$ cat config.mk
export PLATFORM = sky130hd
export DESIGN_NAME = advanced_wrapping_counter
export DESIGN_NICKNAME = d
export VERILOG_FILES = /design/src/rtl/advanced_wrapping_counter.sv
export SDC_FILE = /design/constraint.sdc
export NUM_CORES = 1
export LEC_CHECK = 0
export ABC_AREA = 1
export BUFFER_PORTS_ARGS = -buffer_cell sky130_fd_sc_hd__buf_2
export CORE_AREA = 4 4 41 43
export DETAILED_ROUTE_END_ITERATION = 10
export DIE_AREA = 0 0 45 47
export MAX_ROUTING_LAYER = met4
export PLACE_DENSITY = 0.55
export SLEW_MARGIN = 20
export SYNTH_ARGS = -nofsm -noshare
export SYNTH_HDL_FRONTEND = slang
export SYNTH_SLANG_ARGS = --single-unit
$ cat constraint.sdc
create_clock -name clock -period 1 [get_ports clock]
set_input_delay 0 -clock clock [delete_from_list [all_inputs] [get_ports clock]]
set_output_delay 0 -clock clock [all_outputs]
set_load 0.01 [all_outputs]
$ cat src/rtl/advanced_wrapping_counter.sv
// Up/down modulo-RANGE counter with optional lap bit, synchronous load,
// combinational min/max flags and registered one-cycle wrap pulses.
module advanced_wrapping_counter #(
  parameter  int unsigned RANGE        = 4,
  parameter  int unsigned RESET_VALUE  = 0,
  parameter  int unsigned LAP_BIT      = 1,
  localparam int unsigned WIDTH_NO_LAP = $clog2(RANGE),
  localparam int unsigned WIDTH        = WIDTH_NO_LAP + LAP_BIT
) (
  input  logic             clock,
  input  logic             reset,
  input  logic             load_enable,
  input  logic [WIDTH-1:0] load_count,
  input  logic             decrement,
  input  logic             increment,
  output logic [WIDTH-1:0] count,
  output logic             minimum,
  output logic             maximum,
  output logic             underflow,
  output logic             overflow
);

  localparam logic [WIDTH_NO_LAP-1:0] COUNT_MIN = '0;
  localparam logic [WIDTH_NO_LAP-1:0] COUNT_MAX = WIDTH_NO_LAP'(RANGE - 1);
  localparam logic [WIDTH_NO_LAP-1:0] INDEX_RST = WIDTH_NO_LAP'(RESET_VALUE);

  logic [WIDTH_NO_LAP-1:0] index;
  logic [WIDTH_NO_LAP-1:0] load_index;
  logic                    step_up;
  logic                    step_down;
  logic                    at_min;
  logic                    at_max;
  logic                    wrap_up;
  logic                    wrap_down;

  always_comb begin
    step_up   = increment & ~decrement;
    step_down = decrement & ~increment;
    at_min    = (index == COUNT_MIN);
    at_max    = (index == COUNT_MAX);
    wrap_up   = step_up & at_max;
    wrap_down = step_down & at_min;
    // Out-of-range load values saturate so the index never leaves 0..RANGE-1.
    load_index = load_count[WIDTH_NO_LAP-1:0];
    if (load_index > COUNT_MAX) begin
      load_index = COUNT_MAX;
    end
  end

  always_ff @(posedge clock) begin
    if (reset) begin
      index     <= INDEX_RST;
      overflow  <= 1'b0;
      underflow <= 1'b0;
    end else if (load_enable) begin
      index     <= load_index;
      overflow  <= 1'b0;
      underflow <= 1'b0;
    end else begin
      overflow  <= wrap_up;
      underflow <= wrap_down;
      if (step_up) begin
        index <= at_max ? COUNT_MIN : index + WIDTH_NO_LAP'(1);
      end else if (step_down) begin
        index <= at_min ? COUNT_MAX : index - WIDTH_NO_LAP'(1);
      end
    end
  end

  assign minimum = at_min;
  assign maximum = at_max;

  if (LAP_BIT != 0) begin : g_lap
    logic lap;

    always_ff @(posedge clock) begin
      if (reset) begin
        lap <= 1'b0;
      end else if (load_enable) begin
        lap <= load_count[WIDTH-1];
      end else if (wrap_up | wrap_down) begin
        lap <= ~lap;
      end
    end

    assign count = {lap, index};
  end else begin : g_no_lap
    assign count = index;
  end

endmodule

* Word level (Yosys, flattened, before mapping)
Index checks and enable logic that the tools add are counted.
** Cells by class
- Add/subtract/negate cells :: 2
- Magnitude comparators :: 1
- Equal/unequal tests :: 1
- Mux-type cells :: 8
- Bitwise operators :: 8
- Reductions and logical operators :: 4
** Operator list (count)
- 2-to-1 mux 2 bit :: 6
- bitwise AND 1 bit :: 4
- NOT 1 bit :: 3
- nonzero test 3 bit :: 1
- adder 2 x 1 -> 2 bit, second input constant :: 1
- == test 2 bit, second input constant :: 1
- greater-than comparator 2 bit, second input constant :: 1
- zero test 2 bit :: 1
- 2-to-1 mux 1 bit :: 2
- nonzero test 2 bit :: 1
- OR reduction 2 bit :: 1
- subtractor 2 x 1 -> 2 bit, second input constant :: 1
- bitwise OR 1 bit :: 1
** Storage, ports and cells
- Bits in registers :: 5
- Bits of input ports :: 8
- Logic and storage cells :: 28

* Logic depth before layout (Yosys ltp)
Gate-level depths: netlist of run 1.
- Word-level depth :: 6
- Mapped depth :: 8
- Depth with buffers taken out :: 8

* Worst setup path before layout of run 1
Ideal clock, no wire load.
- Path type :: register to register
- Start :: reg index[0]
- End :: reg g_lap.lap
- Arrival :: 1069 ps
- Required time :: 891 ps
- Slack :: -177 ps
- Cell stages (with the launch flop) :: 9
- Clock period less this slack :: 1177 ps
- Cell sequence :: dfxtp_1 inv_1 ha_1 nand3_1 nand2_1 nand2_1 nand3_1 nand2_1 inv_1
** On the way
- Longest elaborated chain between the ends :: 4
- Elaborated cells on any way between the ends :: 6
- Classes of those cells :: eq/ne (1); bitwise (3); reduce/logical (2)
** RTL lines
- from (decl) :: RTL line 27 : logic [WIDTH_NO_LAP-1:0] index;
- from (signal assigned) :: RTL line 56 : index <= load_index;
- from (signal assigned) :: RTL line 63 : index <= at_max ? COUNT_MIN : index + WIDTH_NO_LAP'(1);
- from (signal assigned) :: RTL line 65 : index <= at_min ? COUNT_MAX : index - WIDTH_NO_LAP'(1);
- zero test 2 bit :: RTL line 39 : at_min = (index == COUNT_MIN);
- via minimum :: RTL line 17 : output logic minimum,
- bitwise AND 1 bit :: RTL line 42 : wrap_down = step_down & at_min;
- bitwise OR 1 bit :: RTL line 81 : end else if (wrap_up | wrap_down) begin
- nonzero test 2 bit (no source line)
- to (signal assigned) :: RTL line 80 : lap <= load_count[WIDTH-1];
- to (signal assigned) :: RTL line 82 : lap <= ~lap;
- to (decl) :: RTL line 74 : logic lap;
The timed path passes the listed nets, and every way through them passes these cells.
A chain may end at the register's enable or synchronous reset.

* Worst setup path in the final report of run 1
- Start :: reg index[1]
- End :: reg index[1]
** On the way
- Longest elaborated chain between the ends :: 5
- Elaborated cells on any way between the ends :: 9
- Classes of those cells :: add/sub (2); eq/ne (1); mux (5); reduce/logical (1)
** RTL lines
- subtractor 2 x 1 -> 2 bit or zero test 2 bit (tied branches) :: RTL line 65, 39
- 2-to-1 mux 2 bit :: RTL line 65
- 2-to-1 mux 2 bit :: RTL line 64 : end else if (step_down) begin
- 2-to-1 mux 2 bit (*) :: RTL line 62 : if (step_up) begin
- 2-to-1 mux 2 bit (*) :: RTL line 55 : end else if (load_enable) begin
Every way passes the cells marked *; elsewhere a longest branch is shown, timed or not. The select of a mux whose other input is x is not followed.

==> out/results.txt, run 1 <==
Status: finished clean
DRT Pass-1 Iters: 4
Post-synth EDFFs: 0
Tightest Pin Transition: 185.7 ps
Worst setup margin: 0.1829 ps
Critical path type: register to register
Register area share after synthesis: 0.3150
Type of the worst min-delay path: input port to register
Post-Route WL: 733 um
Pwr per Cell Area: 1257 nW/um2
Htree depth: 1
Synth top area cells: dfxtp_1 31%, nand2_1 18%, inv_1 12%
Clock root cell: clkbuf_4
Hold WS: 45.75 ps
Post-synth top cells: 15 x nand2_1, 10 x inv_1, 8 x nor2_1, 5 x dfxtp_1, 5 x nand3_1
# IOs: 15
Static Leak: 0.0002847 uW
Final setup fails: 0
Clock latency on the worst-skew pair: 240 ps
Yosys cell types: 11
Diode count: 0
CP max stage delay: 370 ps
Drt via density: 4.128
Post-detail-place hpwl: 606.3 um
Clock tree sinks: 5
Port bufs: 14
Worst EP required: 1130 ps
Top cell type's share of synthesized area: 0.3150
Final-stage net count: 82
Core area: 1301 um2
Num CTS Buffers: 3
Fin cells: 86
Syn Nets: 61
Via count: 355
Die footprint: 2115 um2
Number of global-route vias before repair: 341
DIE HEIGHT: 47 um
Slew margin rel.: 0.8761
Yosys warns: 0
DP Worst Slack: -34.67 ps
Row Count: 13
Synthesized flop and latch total: 5
Final Critical Period: 999.8 ps
TritonCTS clock tree: yes
Clock slew at reported path FFs: 40 ps
Met3 Routed Length: 73 um
Hold Vio Cnt, Final: 0
Syn avg cell area: 6.231 um2
Met2 wire len: 374 um
GRT Util Overall: 0.09617
Main flop type after synthesis: dfxtp_1
Largest net degree at the start of global routing: 6
Unrepaired setup endpoints after global routing: true
CP Cell Sequence: inv_4 > ha_4 > nor2_2 > nor2_1 > nor2_1 > nor2_1
Initial Util: 0.2442
Util after Layout: 0.4019
Cell taking the most area after synthesis: dfxtp_1
Synthesized netlist cell count: 51
Crit path max fanout: 3
CP max-delay cell: dfxtp_4
Met1 WL: 285 um
Max Transition Viols Final: 0
Hold Buf Count CTS: 0
Worst clock skew: 1.376 ps
CP bufs+invs: 1
Crit start category: register
VDD IR max: 0.6853 mV
Detailed Route Iter0 Violations: 8
First-pass GRT wire length: 1.331 mm
Final Cycle Share: 0.9998
Placed insts: 81
Final GP Congestion: 0.7448
Family with the most delay on the worst path: flip-flops
Remaining Overflow, GRT: 0
Layout cells sized above 1: 0.5070
Fmax: 1000 MHz
Most numerous cell in the Yosys netlist: nand2_1
Clock Tree Buf Depth: 2
Post-Syn Area: 317.8 um2
Arrival time of the worst setup path: 1130 ps
R2r setup slk: 0.2 ps
Width of the die: 45 um
DRC: 0
Crit path capture type: register
Top layer in use: met3
Maxcap violations: 0
CP dominant cell by count: nor2_1
Initial antenna violation count: 0
Layout area overhead: 64.57%
Wire per inst: 8.523 um
Final ANT Viol Nets: 0
Async SR Flop Fraction: 0
==> layer usage <==
| metal | up-vias | global-route usage |
|---|---|---|
| li1 | 189 | - |
| met1 | 154 | 0.1020 |
| met2 | 12 | 0.1384 |
| met3 | 0 | 0.06897 |
| met4 | 0 | 0.03509 |
| met5 | - | - |
==> per-stage QoR <==
stage	setup TNS [ps]	cell area, um2	power, uW
global route	-228.7	523.0	721.2
detailed placement	-60.58	451.7	406.0
global placement	-49.76	451.7	405.1
floorplan	-0.6960	355.3	354.0
finish	0	523.0	657.3
CTS	-14.41	505.5	658.7
==> worst paths after layout <==
| path | from | end | depth (start not counted) |
|---|---|---|---|
| worst max-delay path | index[1]$_SDFFE_PP0P_ | index[1]$_SDFFE_PP0P_ | 6 |
| worst min-delay path | reset | index[1]$_SDFFE_PP0P_ | 4 |
| worst max register to register | index[1]$_SDFFE_PP0P_ | index[1]$_SDFFE_PP0P_ | 6 |
| worst min register to register | g_lap.lap$_SDFFE_PP0P_ | g_lap.lap$_SDFFE_PP0P_ | 5 |
==> cells by family after synthesis <==
| family | Yosys count | share of synthesized area |
|---|---|---|
| adder cells (fa/ha/maj) | 2 | 0.07873 |
| AO/OA/AOI/OAI | 2 | 0.05513 |
| buffers and inverters | 11 | 0.1418 |
| flip-flops | 5 | 0.3150 |
| AND/OR/NAND/NOR | 31 | 0.4094 |
==> worst register-to-register path, cell delays in order (launching register included) <==
cell,delay [ps]
dfxtp_4,370
inv_4,40
ha_4,240
nor2_2,80
nor2_1,50
nor2_1,80
nor2_1,50
==> registers in the layout, indices dropped and copies added, names as in the netlist <==
name,cells
index,2
g_lap.lap,1
overflow,1
underflow,1
==> layout by cell type, fill, tap and decap left out <==
cell / netlist / final
inv_4: 0 / 2
nand3_4: 0 / 2
nand3_1: 5 / 1
nand3_2: 0 / 2
dfxtp_4: 0 / 2
nand2_1: 15 / 15
nor2_1: 8 / 7
dfxtp_1: 5 / 3
a21oi_2: 1 / 1
nand2_2: 2 / 2
inv_1: 10 / 8
buf_2: 0 / 14
o21ai_2: 1 / 1
clkbuf_1: 0 / 1
buf_4: 1 / 3
ha_4: 0 / 2
nor2_2: 1 / 2
clkbuf_4: 0 / 3
==> power by group <==
group	total [uW]	switching (uW)	leakage (uW)	internal [uW]
Sequential	233	18.3	0.0000423	215
Combinational	198	104	0.000227	93.5
Clock	226	75.7	0.0000150	150
==> area by class of cell <==
cell class | count | area (um2)
Inverter | 10 | 42.54
Tap cell | 15 | 18.77
Multi-Input combinational cell | 35 | 235.2
Clock buffer | 4 | 26.28
Timing Repair Buffer | 17 | 92.59
Fill cell | 148 | 778.2
Sequential cell | 5 | 107.6
==> what timing repair did <==
| action | CTS | global route |
|---|---|---|
| gates resized for setup | 4 | 4 |
| cloned | 0 | 0 |
| buffers inserted | 1 | 0 |
| setup endpoints to repair | 3 | 3 |
| pin swaps | 3 | 4 |
No activity file was read; power rests on OpenSTA's default activity.
==> inputs of run 2 (changes only) <==
--- a/config.mk
+++ b/config.mk
@@ -11,7 +11,7 @@
 export DETAILED_ROUTE_END_ITERATION = 10
 export DIE_AREA = 0 0 45 47
 export MAX_ROUTING_LAYER = met4
-export PLACE_DENSITY = 0.55
+export PLACE_DENSITY = 0.54
 export SLEW_MARGIN = 20
 export SYNTH_ARGS = -nofsm -noshare
 export SYNTH_HDL_FRONTEND = slang
==> constraint.sdc (replaced) <==
create_clock -name clock -period 1.05 [get_ports clock]
set_input_delay 0 -clock clock [delete_from_list [all_inputs] [get_ports clock]]
set_output_delay 0 -clock clock [all_outputs]
set_load 0.01 [all_outputs]
==> out/results.txt, run 2 (same netlist as run 1, synthesis figures left out) <==
DIE HEIGHT: 47 um (unchanged)
Tightest Pin Transition: 173.1 ps (was 185.7 ps)
Slew margin rel.: 0.8844 (was 0.8761)
# IOs: 15 (unchanged)
Die footprint: 2115 um2 (unchanged)
Multi-input logic area: 215.2 um2 (was 235.2 um2)
Largest net degree at the start of global routing: 6 (unchanged)
Layout cells sized above 1: 0.4648 (was 0.5070)
Pwr per Cell Area: 1236 nW/um2 (was 1257 nW/um2)
Final GP Congestion: 0.7762 (was 0.7448)
Clock Tree Buf Depth: 2 (unchanged)
Met2 Use GR: 0.1554 (was 0.1384)
Num CTS Buffers: 3 (unchanged)
Setup TNS: 0 ps (unchanged)
Row Count: 13 (unchanged)
Post-detail-place hpwl: 645.6 um (was 606.3 um)
DRT Pass-1 Iters: 2 (was 4)
Max Transition Viols Final: 0 (unchanged)
Final Cycle Share: 0.9484 (was 0.9998)
Layout area overhead: 58.27% (was 64.57%)
Drt via density: 4.244 (was 4.128)
Detailed Route Iter0 Violations: 2 (was 8)
Most frequent cells in the layout: 15 x nand2_1, 14 x buf_2, 8 x inv_1, 8 x nor2_1 (was 15 x nand2_1, 14 x buf_2, 8 x inv_1, 7 x nor2_1)
CP Cell Sequence: inv_4 > ha_4 > nor2_1 > nor2_1 > nor2_1 > nor2_1 (was inv_4 > ha_4 > nor2_2 > nor2_1 > nor2_1 > nor2_1)
First-pass GRT wire length: 1.297 mm (was 1.331 mm)
Family with the most delay on the worst path: flip-flops (unchanged)
Clock root cell: clkbuf_4 (unchanged)
Crit start category: register (unchanged)
Clock latency on the worst-skew pair: 250 ps (was 240 ps)
Diode count: 0 (unchanged)
Global-route met3 utilization: 0.05747 (was 0.06897)
Sequential cell area: 107.6 um2 (unchanged)
Hold Buf Count CTS: 0 (unchanged)
Initial Util: 0.2442 (unchanged)
CP max stage delay: 370 ps (about the same)
Remaining Overflow, GRT: 0 (unchanged)
Hold Vio Cnt, Final: 0 (unchanged)
GR met1 Demand/Resource: 0.08428 (was 0.1020)
Crit path max fanout: 3 (unchanged)
Clock tree sinks: 5 (unchanged)
Status: finished clean (unchanged)
Maxcap violations: 0 (unchanged)
Final ANT Viol Nets: 0 (unchanged)
Initial antenna violation count: 0 (unchanged)
Max reg flops: 2 (unchanged)
Worst clock skew: 2.255 ps (was 1.376 ps)
Final-stage net count: 82 (unchanged)
Final setup fails: 0 (unchanged)
RR Startpoint: index[0]$_SDFFE_PP0P_ (was index[1]$_SDFFE_PP0P_)
Worst EP required: 1190 ps (was 1130 ps)
Hold_sp: load_count[2] (was reset)
Number of global-route vias before repair: 333 (was 341)
Via count: 365 (was 355)
Unrepaired setup endpoints after global routing: true (unchanged)
Port bufs: 14 (unchanged)
DRC: 0 (unchanged)
VDD IR max: 0.4934 mV (was 0.6853 mV)
CP bufs+invs: 1 (unchanged)
Placed insts: 81 (unchanged)
CP startpoint: index[0]$_SDFFE_PP0P_ (was index[1]$_SDFFE_PP0P_)
Crit path capture type: register (unchanged)
Critical path type: register to register (unchanged)
Fmax: 1004 MHz (was 1000 MHz)
GRT Util Overall: 0.09469 (was 0.09617)
Final Critical Period: 995.8 ps (was 999.8 ps)
Fin cells: 86 (unchanged)
CP max-delay cell: dfxtp_4 (unchanged)
Wire per inst: 8.779 um (was 8.523 um)
Arrival time of the worst setup path: 1140 ps (was 1130 ps)
Type of the worst min-delay path: input port to register (unchanged)
Most Crowded Layer GR: met2 (unchanged)
Post-Route WL: 755 um (was 733 um)
Biggest register: index (unchanged)
Htree depth: 1 (unchanged)
CP dominant cell by count: nor2_1 (unchanged)
Clock slew at reported path FFs: 40 ps (about the same)
Most common cell after layout, fill and taps aside: nand2_1 (unchanged)
TritonCTS clock tree: yes (unchanged)
Width of the die: 45 um (unchanged)
Core area: 1301 um2 (unchanged)
Static Leak: 0.0002800 uW (was 0.0002847 uW)
Fillcell total: 162 (was 148)
## run 2: changes by cell type in the layout (fill, tap and decap cells not counted)
cell	before	now
nand3_1	1	3
nand3_4	2	1
nand3_2	2	1
nor2_1	7	8
nor2_2	2	1
## run 2: area by class of cell
type | count | share of cell area
Inverter | 10 | 0.08458
Tap cell | 15 | 0.03731
Multi-Input combinational cell | 35 | 0.4279
Sequential cell | 5 | 0.2139
Clock buffer | 4 | 0.05224
Timing Repair Buffer | 17 | 0.1841
## run 2: power by group
part	internal [uW]	leakage, uW	switching (uW)
clock	144	0.0000150	82.0
sequential	205	0.0000423	15.6
combinational	81.9	0.000223	93.5
## run 2: layer usage
layer  vias to the layer above  wire, um
li1                        193         -
met1                       157       270
met2                        10       402
met3                         5        63
met4                         0        19
met5                         -         0
## run 2: worst paths after layout
check | to | depth (start not counted) | slack (ps)
max | index[1]$_SDFFE_PP0P_ | 6 | 50
min | g_lap.lap$_SDFFE_PP0P_ | 5 | 40
max reg2reg | index[1]$_SDFFE_PP0P_ | 6 | 50
min reg2reg | g_lap.lap$_SDFFE_PP0P_ | 5 | 580
## run 2: worst register-to-register path: cells and delay by family, from the launching register on
family | cells | cell delay, ps
flops | 1 | 370
simple gates | 4 | 240
fa+ha+maj | 1 | 230
buf+inv | 1 | 40
## run 2: stage by stage
step	util	hold WS (ps)	area (um2)	power (uW)	worst slack, ps
final	0.3865	37.84	503.0	621.5	54.17
after global routing	0.3865	49.72	503.0	670.7	-35.78
after CTS	0.3481	38.40	452.9	604.9	6.626
after detailed placement	0.3279	296.6	426.7	372.7	-39.69
after global placement	0.3279	293.3	426.7	371.7	-24.83
after floorplan	-	145.8	330.3	321.7	0.5149
## run 2: repair_timing
action | in CTS | in global routing
resized for setup | 1 | 8
pin swaps | 2 | 3
buffers inserted | 0 | 1
endpoints found under the setup margin | 2 | 3
endpoints found under the hold margin | 0 | 0
==> inputs of run 3 (changes only) <==
--- a/config.mk
+++ b/config.mk
@@ -5,13 +5,14 @@
 export SDC_FILE = /design/constraint.sdc
 export NUM_CORES = 1
 export LEC_CHECK = 0
-export ABC_AREA = 1
 export BUFFER_PORTS_ARGS = -buffer_cell sky130_fd_sc_hd__buf_2
+export CAP_MARGIN = 20
 export CORE_AREA = 4 4 41 43
 export DETAILED_ROUTE_END_ITERATION = 10
 export DIE_AREA = 0 0 45 47
 export MAX_ROUTING_LAYER = met4
 export PLACE_DENSITY = 0.54
+export REMOVE_ABC_BUFFERS = 1
 export SLEW_MARGIN = 20
 export SYNTH_ARGS = -nofsm -noshare
 export SYNTH_HDL_FRONTEND = slang
==> out/results.txt, run 3 <==
Status: complete, but fails checks (was finished clean)
Violated checks: setup timing
Most numerous cell in the Yosys netlist: dfxtp_1 (was nand2_1)
Final-stage net count: 66 (was 82)
Layout area overhead: 63.85% (was 58.27%)
Placed cell areas: 421.7 um2 (was 426.7 um2)
CP max stage delay: 370 ps (about the same)
Yosys warns: 0 (unchanged)
Final ANT Viol Nets: 0 (unchanged)
Syn avg cell area: 9.858 um2 (was 6.231 um2)
Type of the worst min-delay path: input port to register (unchanged)
Via count: 328 (was 365)
Main flop type after synthesis: dfxtp_1 (unchanged)
CP bufs+invs: 0 (was 1)
Remaining Overflow, GRT: 0 (unchanged)
Yosys cell types: 21 (was 11)
Num CTS Buffers: 3 (unchanged)
Crit start category: register (unchanged)
Max Transition Viols Final: 0 (unchanged)
Total power: 613.3 uW (was 621.5 uW)
GRT Util Overall: 0.09283 (was 0.09469)
Combinational share of power: 0.285 (was 0.282)
Most frequent cells in the layout: 14 x buf_2, 5 x buf_4, 3 x clkbuf_4, 3 x dfxtp_1 (was 15 x nand2_1, 14 x buf_2, 8 x inv_1, 8 x nor2_1)
Synth top area cells: dfxtp_1 31%, ha_1 7.7%, nor3b_1 6.9% (was dfxtp_1 31%, nand2_1 18%, inv_1 12%)
Post-detail-place hpwl: 559 um (was 645.6 um)
Worst clock skew: 1.438 ps (was 2.255 ps)
Clk pwr share: 0.363 (about the same)
DRT Pass-1 Iters: 1 (was 2)
Biggest register: index (unchanged)
Core area: 1301 um2 (unchanged)
Arrival time of the worst setup path: 1380 ps (was 1140 ps)
Post-synth EDFFs: 0 (unchanged)
Tightest Pin Transition: 257.1 ps (was 173.1 ps)
DIE HEIGHT: 47 um (unchanged)
Final setup fails: 4 (was 0)
DP Worst Slack: -253.5 ps (was -39.69 ps)
Async SR Flop Fraction: 0 (unchanged)
Clock tree sinks: 5 (unchanged)
Number of global-route vias before repair: 331 (was 333)
CP Cell Sequence: ha_4 > nand3b_1 > a2111oi_2 > a311o_1 (was inv_4 > ha_4 > nor2_1 > nor2_1 > nor2_1 > nor2_1)
Initial Util: 0.2500 (was 0.2442)
Post-route design area: 533.0 um2 (was 503.0 um2)
Setup TNS: -450.0 ps (was 0 ps)
DRC: 0 (unchanged)
Initial antenna violation count: 0 (unchanged)
Clock latency on the worst-skew pair: 240 ps (was 250 ps)
Clock slew at reported path FFs: 40 ps (about the same)
Fmax: 838.9 MHz (was 1004 MHz)
Wire per inst: 11.54 um (was 8.779 um)
Maxcap violations: 0 (unchanged)
Net Sw Frac: 0.2855 (was 0.3075)
Htree depth: 1 (unchanged)
Crit path max fanout: 4 (was 3)
First-pass GRT wire length: 1.311 mm (was 1.297 mm)
Port bufs: 14 (unchanged)
Diode count: 0 (unchanged)
Worst EP required: 1240 ps (was 1190 ps)
Clock Tree Buf Depth: 2 (unchanged)
Worst setup margin: -142.0 ps (was 54.17 ps)
Top cell type's share of synthesized area: 0.3077 (was 0.3150)
Die footprint: 2115 um2 (unchanged)
Critical path type: register to register (unchanged)
Width of the die: 45 um (unchanged)
NetSw: 175.1 uW (was 191.1 uW)
Synthesized flop and latch total: 5 (unchanged)
Drt via density: 4.686 (was 4.244)
Flop pwr share: 0.351 (was 0.354)
Post-synth top cells: 5 x dfxtp_1, 3 x inv_1, 3 x nor3_1, 3 x nor3b_1 (was 15 x nand2_1, 10 x inv_1, 8 x nor2_1, 5 x dfxtp_1, 5 x nand3_1)
Row Count: 13 (unchanged)
Final Critical Period: 1192 ps (was 995.8 ps)
Post-Route WL: 808 um (was 755 um)
Detailed Route Iter0 Violations: 0 (was 2)
Slew margin rel.: 0.8273 (was 0.8844)
VDD IR max: 0.5973 mV (was 0.4934 mV)
Crit path capture type: register (unchanged)
Unrepaired setup endpoints after global routing: true (unchanged)
Layout cells sized above 1: 0.6364 (was 0.4648)
Max reg flops: 2 (unchanged)
Final Cycle Share: 1.135 (was 0.9484)
Hold Vio Cnt, Final: 0 (unchanged)
Most common cell after layout, fill and taps aside: buf_2 (was nand2_1)
Pwr per Cell Area: 1151 nW/um2 (was 1236 nW/um2)
CP max-delay cell: dfxtp_4 (unchanged)
Family with the most delay on the worst path: compound AO/OA/AOI/OAI gates (was flip-flops)
# IOs: 15 (unchanged)
Cell taking the most area after synthesis: dfxtp_1 (unchanged)
Internal Power: 438.2 uW (was 430.4 uW)
Clock root cell: clkbuf_4 (unchanged)
Register area share after synthesis: 0.3077 (was 0.3150)
Post-Syn Area: 325.3 um2 (was 317.8 um2)
Synthesized netlist cell count: 33 (was 51)
R2r setup slk: -140 ps (was 50 ps)
TritonCTS clock tree: yes (unchanged)
Hold WS: 34.78 ps (was 37.84 ps)
Largest net degree at the start of global routing: 10 (was 6)
Final GP Congestion: 0.6942 (was 0.7762)
Static Leak: 0.0002502 uW (was 0.0002800 uW)
-- run 3: cell count changes in the layout (fill, tap and decap cells not counted), moves of 2 or more --
cell and delta:
inv_1 -7, inv_2 +2, nor3b_1 +2, nor2_1 -8
inv_4 -2, nand2_2 -2, nor3_1 +2, buf_4 +2
nand3_1 -3, nand3b_1 +2, nand2_1 -15
-- run 3: worst reg2reg max path: cells and delay by family, from the launching register on --
family	cells	cell delay, ps
AOI/OAI and AO/OA	2	520
adders and majority gates	1	140
DFF	1	370
and+or+nand+nor	1	110
-- run 3: through the flow --
| step | util | std cells |
|---|---|---|
| floorplan | - | 30 |
| CTS | 0.3952 | 69 |
| global placement | 0.3240 | 63 |
| detailed placement | 0.3240 | 63 |
| finish | 0.4096 | 70 |
| global route | 0.4096 | 70 |
-- run 3: cell families (layout without fill, tap and decap cells) --
family / Yosys count / in the layout / share of synthesized area
simple gates: 11 / 11 / 0.2692
compound gates: 8 / 8 / 0.2154
buf+inv: 6 / 28 / 0.1038
flops: 5 / 5 / 0.3077
fa+ha+maj: 2 / 2 / 0.07691
xor+xnor: 1 / 1 / 0.02693
-- run 3: power by group through the flow --
stage,combinational [uW],clock [uW],sequential (uW)
after detailed placement,137,0,214
after global routing,189,252,217
final,175,223,215
after CTS,159,236,214
after floorplan,63.9,0,219
after global placement,137,0,214
-- run 3: metal layers --
metal / up-vias / GRT usage / wire length (um) / share of wire
met5: - / - / 0 / 0
met4: 0 / 0.09357 / 24 / 0.030
met3: 2 / 0.03065 / 69 / 0.085
met2: 14 / 0.1441 / 378 / 0.47
met1: 148 / 0.08824 / 337 / 0.42
li1: 164 / - / - / -
-- run 3: path summary, 6_finish.rpt --
path                               start                     end  cells after the start
setup / recovery   index[0]$_SDFFE_PP0P_  g_lap.lap$_SDFFE_PP0P_                      4
hold / removal                     reset     overflow$_SDFF_PP0_                      2
setup reg to reg   index[0]$_SDFFE_PP0P_  g_lap.lap$_SDFFE_PP0P_                      4
hold reg to reg   g_lap.lap$_SDFFE_PP0P_  g_lap.lap$_SDFFE_PP0P_                      2
-- run 3: timing repair --
action	4_1_cts	5_1_grt
gates resized for setup	13	2
hold buffers	1	0
pin swaps	6	3
setup endpoints to repair	6	4
setup buffers	2	1
endpoints found under the hold margin	1	0
-- run 3: layout make-up --
cell class,count,area [um2]
Sequential cell,5,107.6
Timing Repair Buffer,21,128.9
Multi-Input combinational cell,22,240.2
Clock buffer,4,26.28
Tap cell,15,18.77
Inverter,3,11.26
Fill cell,151,768.2
